$ cat config.mk
export PLATFORM = sky130hd
export DESIGN_NAME = data_bus_arbiter
export DESIGN_NICKNAME = d
export VERILOG_FILES = /design/src/rtl/bus_arb_pkg.sv /design/src/rtl/data_bus_arbiter_access_timer.sv /design/src/rtl/data_bus_arbiter.sv
export SDC_FILE = /design/constraint.sdc
export NUM_CORES = 1
export LEC_CHECK = 0
export ABC_AREA = 1
export BUFFER_PORTS_ARGS = -buffer_cell sky130_fd_sc_hd__buf_4
export CAP_MARGIN = 20
export CELL_PAD_IN_SITES_DETAIL_PLACEMENT = 0
export CELL_PAD_IN_SITES_GLOBAL_PLACEMENT = 1
export CORE_AREA = 2 2 227 229
export CTS_BUF_LIST = sky130_fd_sc_hd__clkbuf_16
export DETAILED_ROUTE_END_ITERATION = 16
export DIE_AREA = 0 0 229 231
export PLACE_DENSITY_LB_ADDON = 0.08
export SLEW_MARGIN = 20
export SYNTH_ARGS = -nofsm -noshare
export SYNTH_HDL_FRONTEND = slang
export SYNTH_SLANG_ARGS = --single-unit
$ cat constraint.sdc
create_clock -name clk -period 1.7 [get_ports clk]
set_input_delay 0.085 -clock clk [delete_from_list [all_inputs] [get_ports clk]]
set_output_delay 0.085 -clock clk [all_outputs]
set_load 0.1 [all_outputs]
$ cat src/rtl/bus_arb_pkg.sv
// Shared definitions for the data_bus arbiter.
//   - state_e     : arbiter FSM states
//   - M_CPU/M_AUX : master indices (also the encoding of the owner output)
//   - RW_READ/RW_WRITE : rw encoding on masters and on the bus
//   - pick_winner : grant decision for one IDLE cycle
package bus_arb_pkg;

   typedef enum logic [1:0] {
      IDLE   = 2'd0,
      ACCESS = 2'd1,
      DONE   = 2'd2
   } state_e;

   localparam logic M_CPU    = 1'b0;
   localparam logic M_AUX    = 1'b1;
   localparam logic RW_READ  = 1'b0;
   localparam logic RW_WRITE = 1'b1;

   // A lone requester always wins. On a tie, round-robin hands the bus to
   // whichever master did not own it last; fixed priority favours the CPU.
   function automatic logic pick_winner(input logic req0,
                                        input logic req1,
                                        input logic last_owner,
                                        input logic rr_en);
      logic win;
      if (req0 && req1) win = rr_en ? ~last_owner : M_CPU;
      else if (req1)    win = M_AUX;
      else              win = M_CPU;
      return win;
   endfunction

endpackage

$ cat src/rtl/data_bus_arbiter_access_timer.sv
// access_timer: loadable down-counter timing the ACCESS phase.
//   clk, rst_n    : clock, async active-low reset (count clears to 0)
//   load_i        : load load_val_i (has priority over dec_i)
//   load_val_i    : value to load
//   dec_i         : decrement by one
//   zero_o        : count is zero
module access_timer #(
   parameter int CNT_W = 16
) (
   input  logic             clk,
   input  logic             rst_n,
   input  logic             load_i,
   input  logic [CNT_W-1:0] load_val_i,
   input  logic             dec_i,
   output logic             zero_o
);

   logic [CNT_W-1:0] cnt_q, cnt_d;

   always_comb begin
      cnt_d = cnt_q;
      if (load_i)                      cnt_d = load_val_i;
      else if (dec_i && cnt_q != '0)   cnt_d = cnt_q - 1'b1;
   end

   always_ff @(posedge clk or negedge rst_n) begin
      if (!rst_n) cnt_q <= '0;
      else        cnt_q <= cnt_d;
   end

   assign zero_o = (cnt_q == '0);

endmodule

$ cat src/rtl/data_bus_arbiter.sv
// data_bus_arbiter: shares one data_bus between the CPU (master 0) and an
// auxiliary master (master 1). A granted request is latched and driven on
// the bus for ACCESS_CYCLES cycles, read data is captured on the final
// access edge, and a one-cycle ack is returned to the winner.
//
// Ports:
//   clk, rst_n                     : clock, async active-low reset
//   mX_req/rw/addr/wdata           : master X request and fields (hold until ack)
//   mX_ack                         : one-cycle completion pulse
//   mX_rdata                       : captured read data, valid with ack
//   bus_rw/bus_addr/bus_write      : to data_bus
//   bus_read                       : from data_bus
//   bus_busy                       : high in ACCESS or DONE
//   owner                          : current / most recent grantee
//
// Build option: define ARB_ROUND_ROBIN_EN to alternate masters on a tie;
// otherwise master 0 wins every tie.
module data_bus_arbiter
   import bus_arb_pkg::*;
#(
   parameter int ADDR_W        = 64,
   parameter int DATA_W        = 64,
   parameter int ACCESS_CYCLES = 4,
   parameter int CNT_W         = 16
) (
   input  logic              clk,
   input  logic              rst_n,
   input  logic              m0_req,
   input  logic              m0_rw,
   input  logic [ADDR_W-1:0] m0_addr,
   input  logic [DATA_W-1:0] m0_wdata,
   output logic              m0_ack,
   output logic [DATA_W-1:0] m0_rdata,
   input  logic              m1_req,
   input  logic              m1_rw,
   input  logic [ADDR_W-1:0] m1_addr,
   input  logic [DATA_W-1:0] m1_wdata,
   output logic              m1_ack,
   output logic [DATA_W-1:0] m1_rdata,
   output logic              bus_rw,
   output logic [ADDR_W-1:0] bus_addr,
   output logic [DATA_W-1:0] bus_write,
   input  logic [DATA_W-1:0] bus_read,
   output logic              bus_busy,
   output logic              owner
);

`ifdef ARB_ROUND_ROBIN_EN
   localparam logic RR_EN = 1'b1;
`else
   localparam logic RR_EN = 1'b0;
`endif

   localparam logic [CNT_W-1:0] LOAD_VAL = CNT_W'(ACCESS_CYCLES - 1);

   state_e            state_q, state_d;
   logic              owner_q, owner_d;
   logic              rw_q;
   logic [ADDR_W-1:0] addr_q;
   logic [DATA_W-1:0] wdata_q;
   logic [DATA_W-1:0] rdata0_q, rdata1_q;
   logic              ack0_q, ack1_q;

   logic tmr_load, tmr_dec, tmr_zero;
   logic grant, capture, ack_set;

   access_timer #(.CNT_W(CNT_W)) u_timer (
      .clk        (clk),
      .rst_n      (rst_n),
      .load_i     (tmr_load),
      .load_val_i (LOAD_VAL),
      .dec_i      (tmr_dec),
      .zero_o     (tmr_zero)
   );

   always_ff @(posedge clk or negedge rst_n) begin
      if (!rst_n) begin
         state_q <= IDLE;
         owner_q <= M_AUX;  // so the CPU wins the first round-robin tie
      end else begin
         state_q <= state_d;
         owner_q <= owner_d;
      end
   end

   always_comb begin
      state_d  = state_q;
      owner_d  = owner_q;
      tmr_load = 1'b0;
      tmr_dec  = 1'b0;
      grant    = 1'b0;
      capture  = 1'b0;
      ack_set  = 1'b0;
      case (state_q)
         IDLE: begin
            if (m0_req || m1_req) begin
               owner_d  = pick_winner(m0_req, m1_req, owner_q, RR_EN);
               grant    = 1'b1;
               tmr_load = 1'b1;
               state_d  = ACCESS;
            end
         end
         ACCESS: begin
            if (tmr_zero) begin
               capture = 1'b1;
               state_d = DONE;
            end else begin
               tmr_dec = 1'b1;
            end
         end
         DONE: begin
            ack_set = 1'b1;
            state_d = IDLE;
         end
         default: state_d = IDLE;
      endcase
   end

   // Datapath: fields are latched once at grant so the masters' live inputs
   // cannot disturb an access in flight.
   always_ff @(posedge clk or negedge rst_n) begin
      if (!rst_n) begin
         rw_q     <= RW_READ;
         addr_q   <= '0;
         wdata_q  <= '0;
         rdata0_q <= '0;
         rdata1_q <= '0;
         ack0_q   <= 1'b0;
         ack1_q   <= 1'b0;
      end else begin
         if (grant) begin
            rw_q    <= (owner_d == M_AUX) ? m1_rw    : m0_rw;
            addr_q  <= (owner_d == M_AUX) ? m1_addr  : m0_addr;
            wdata_q <= (owner_d == M_AUX) ? m1_wdata : m0_wdata;
         end
         if (capture && rw_q == RW_READ) begin
            if (owner_q == M_AUX) rdata1_q <= bus_read;
            else                  rdata0_q <= bus_read;
         end
         ack0_q <= ack_set && (owner_q == M_CPU);
         ack1_q <= ack_set && (owner_q == M_AUX);
      end
   end

   // rw is gated by state so the bus never sees a write outside ACCESS.
   assign bus_rw    = (state_q == ACCESS) ? rw_q : RW_READ;
   assign bus_addr  = addr_q;
   assign bus_write = wdata_q;
   assign bus_busy  = (state_q != IDLE);
   assign owner     = owner_q;
   assign m0_ack    = ack0_q;
   assign m1_ack    = ack1_q;
   assign m0_rdata  = rdata0_q;
   assign m1_rdata  = rdata1_q;

endmodule
==> results.yml <==
outcome:
  status: "complete, but fails checks"
  violations: "negative setup slack"
power:
  p_clk_share_pct: 48.8
  internal_power_w: 0.0122
  ir_drop_mv: 0.548
  power_frac_comb_pct: 9.2
  power.density_nw_per_um2: 655
  p_leak_nw: 11.3
  swShare_pct: 22.5
  pwr-share-seq_pct: 42.0
  switching_power_w: 0.00354
cells_and_area:
  stdcell_area_um2: 24100
  syn_to_final_growth_pct: 91.7
  fin_util_pct: 47.5
  final_nets: 2759
  mostFrequentLayoutCell: "buf_4"
  drive_above_1_share_pct: 37.8
  mostFrequentLayoutCells: "buf_4, nand2_1, dlygate4sd3_1, dfrtp_1, nor2_1"
floorplanning:
  die_w_um: 229
  die-height_um: 231
  rows: 83
  start_util_pct: 24.8
  io_pins: 587
  dieArea_um2: 52900
  coreArea_um2: 50700
drt:
  first_pass_iters: 5
  vias_per_cell: 4.57
  detail_route.wirelength_um: 62800
  drtAntennaViolNets: 0
  vias: 14300
  drc: 0
  wire_per_inst_um: 20.0
  drt-initial-drc-count: 746
clock_tree:
  clock_latency_ns: 0.55
  root_buffer: "clkbuf_16"
  cts_sinks: 278
  h-tree-depth: 2
  clk_pin_slew_ns: 0.06
  numCtsBuffers: 37
  tritoncts: "done"
  cts_buffer_depth: 3
timing:
  hold_slack_ns: 0.0263
  fmax_mhz: 551
  setup_violations: 129
  tns_ns: -8.89
  relSlewSlack_pct: 64.2
  layout_setup_ws_ns: -0.114
  rsz0062_at_grt: "true"
  hold_violations: 0
  worst_pin_slew_ns: 0.537
  period_needed_ns: 1.81
  skew_ns: 0.0123
  slew_viol_final: 0
  period_share_pct: 107
synth:
  syn_area_um2: 12600
  yosysWarnings: 0
  ys_seq_elements: 278
  ys_seq_area_share_pct: 55.4
  synthesis.instances: 1452
  yosysUniqueCellTypes: 33
  syn_nets: 1779
  synth_area_per_cell_um2: 8.64
grt:
  grt_pass1_wl_um: 92000
  grt_usage_pct: 22.4
  antenna_found_initial: 6
  grt_pass1_vias: 15100
  grt-ovfl-total: 0
  grt_max_degree: 68
flow_run:
  max-cap-violations: 0
worst_setup_path:
  crit_type: "flop to flop"
  end_kind: "flop"
  start_kind: "flop"
  crit_arrival_ns: 2.25
  path_max_fanout: 6
  critPathRequiredTime_ns: 2.14
place:
  io_buffer_count: 586
  pre_cts_ws_ns: -0.0649
  place_congestion: 0.862
  dpl_cell_area_um2: 18100
  dp_hpwl_um: 43000
hold_path:
  min_path_type: "primary input to flop"
==> synthesized netlist by cell type <==
cell type  count  area share (%)
clkinv_1       1           0.030
buf_12        11             1.8
nand2_4        2            0.18
nor4_1         1           0.050
nor2_1       156             4.7
dfrtp_1      277              55
or2_2          1           0.050
clkbuf_2       2           0.080
o21ai_1      107             4.3
nand3_4        2            0.28
xor2_1         4            0.28
inv_1         17            0.51
o21ai_0      151             6.0
buf_2         53             2.1
o21bai_1       1           0.060
buf_6         16             1.4
nor2_4         1           0.090
nor2_8         1            0.16
buf_4          2            0.12
ha_1           1            0.10
nor3_1         3            0.12
clkbuf_1      26            0.78
a21oi_1        1           0.040
inv_2          5            0.15
nand2_2        2            0.10
nand4_1      136             6.8
nor2_2         4            0.20
nand2_1      448              13
nand3_1       14            0.56
a21oi_2        1           0.070
buf_1          3           0.090
o22ai_1        1           0.050
dfstp_2        1            0.21
==> worst max-delay path, cell delays in order (launching register included) <==
cell and delay [ns]:
dfrtp_1 0.39, inv_2 0.09, ha_4 0.15, nand2_4 0.06, nor2_4 0.11, nand2_4 0.08
nor2_8 0.12, buf_6 0.11, buf_6 0.09, nand3_4 0.08, buf_12 0.16, clkbuf_16 0.17
nand2_2 0.05, nand2_1 0.05
==> registers in the layout, summed over array words and instances (netlist names) <==
signal         cells
bus_addr          64
bus_write         64
m0_rdata          64
m1_rdata          64
u_timer.cnt_q     16
state_q            2
m0_ack             1
m1_ack             1
owner              1
rw_q               1
==> cell type report <==
class,instances,area (um^2)
diodes,7,17.5
clock buffers,38,951
clock inverters,23,209
fillers,5047,26600
inverters,23,104
multi-input cells,1038,5330
flip-flops and latches,278,6960
well taps,680,851
repair buffers,1054,9640
==> layer usage <==
metal	vias to the layer above	track usage [%]	wire length [um]
met4	0	7.26	1550
met2	480	38.3	31600
met1	6939	27.5	25300
met3	88	6.03	4380
li1	6833	-	-
met5	-	0	0
==> repair_timing <==
item	in CTS	in global routing
hold endpoints to repair	509	0
gates cloned	8	12
gates resized for setup	65	178
pin swaps	5	10
hold buffers	324	0
endpoints found under the setup margin	124	232
setup buffers	12	14
==> path summary, 6_finish.rpt <==
check                                                  start                       end  slack [ns]  depth (start not counted)
worst max-delay path            u_timer.cnt_q[1]$_DFFE_PN0P_   m1_rdata[7]$_DFFE_PN0P_       -0.11                         13
worst min-delay path                                  m0_req  bus_addr[23]$_DFFE_PN0P_        0.03                          6
worst max register to register  u_timer.cnt_q[1]$_DFFE_PN0P_   m1_rdata[7]$_DFFE_PN0P_       -0.11                         13
worst min register to register      m1_rdata[57]$_DFFE_PN0P_  m1_rdata[57]$_DFFE_PN0P_        0.47                          2
max in group asynchronous                              rst_n  m1_rdata[12]$_DFFE_PN0P_        0.80                          3
min in group asynchronous                              rst_n  m0_rdata[12]$_DFFE_PN0P_        0.07                          2
==> power groups by stage <==
| stage | sequential, W | combinational [W] | clock (W) |
|---|---|---|---|
| 2_1_floorplan | 0.00674 | 0.00000158 | 0 |
| 3_3_place_gp | 0.00674 | 0.000804 | 0 |
| 3_5_place_dp | 0.00674 | 0.000804 | 0 |
| 4_1_cts | 0.00662 | 0.00146 | 0.00798 |
| 5_1_grt | 0.00661 | 0.00155 | 0.00821 |
| 6_report | 0.00662 | 0.00145 | 0.00770 |
==> cells by family (layout without fill, tap and decap cells) <==
family                   after synthesis  after routing  synth area share [%]
AO/OA/AOI/OAI                        262            262                  10.5
XOR/XNOR                               4              4                 0.279
adder cells (fa/ha/maj)                1              1                0.0997
buffers and inverters                136           1138                  7.06
flip-flops                           278            278                  55.4
other                                  0              7                     0
AND/OR/NAND/NOR                      771            771                  26.6
==> stage by stage <==
step,instances,total power (W)
after global placement,2704,0.00754
final,3141,0.0158
after floorplan,1452,0.00674
after detailed placement,2704,0.00754
after global routing,3140,0.0164
after CTS,3109,0.0161
No activity file was read; power rests on OpenSTA's default activity.
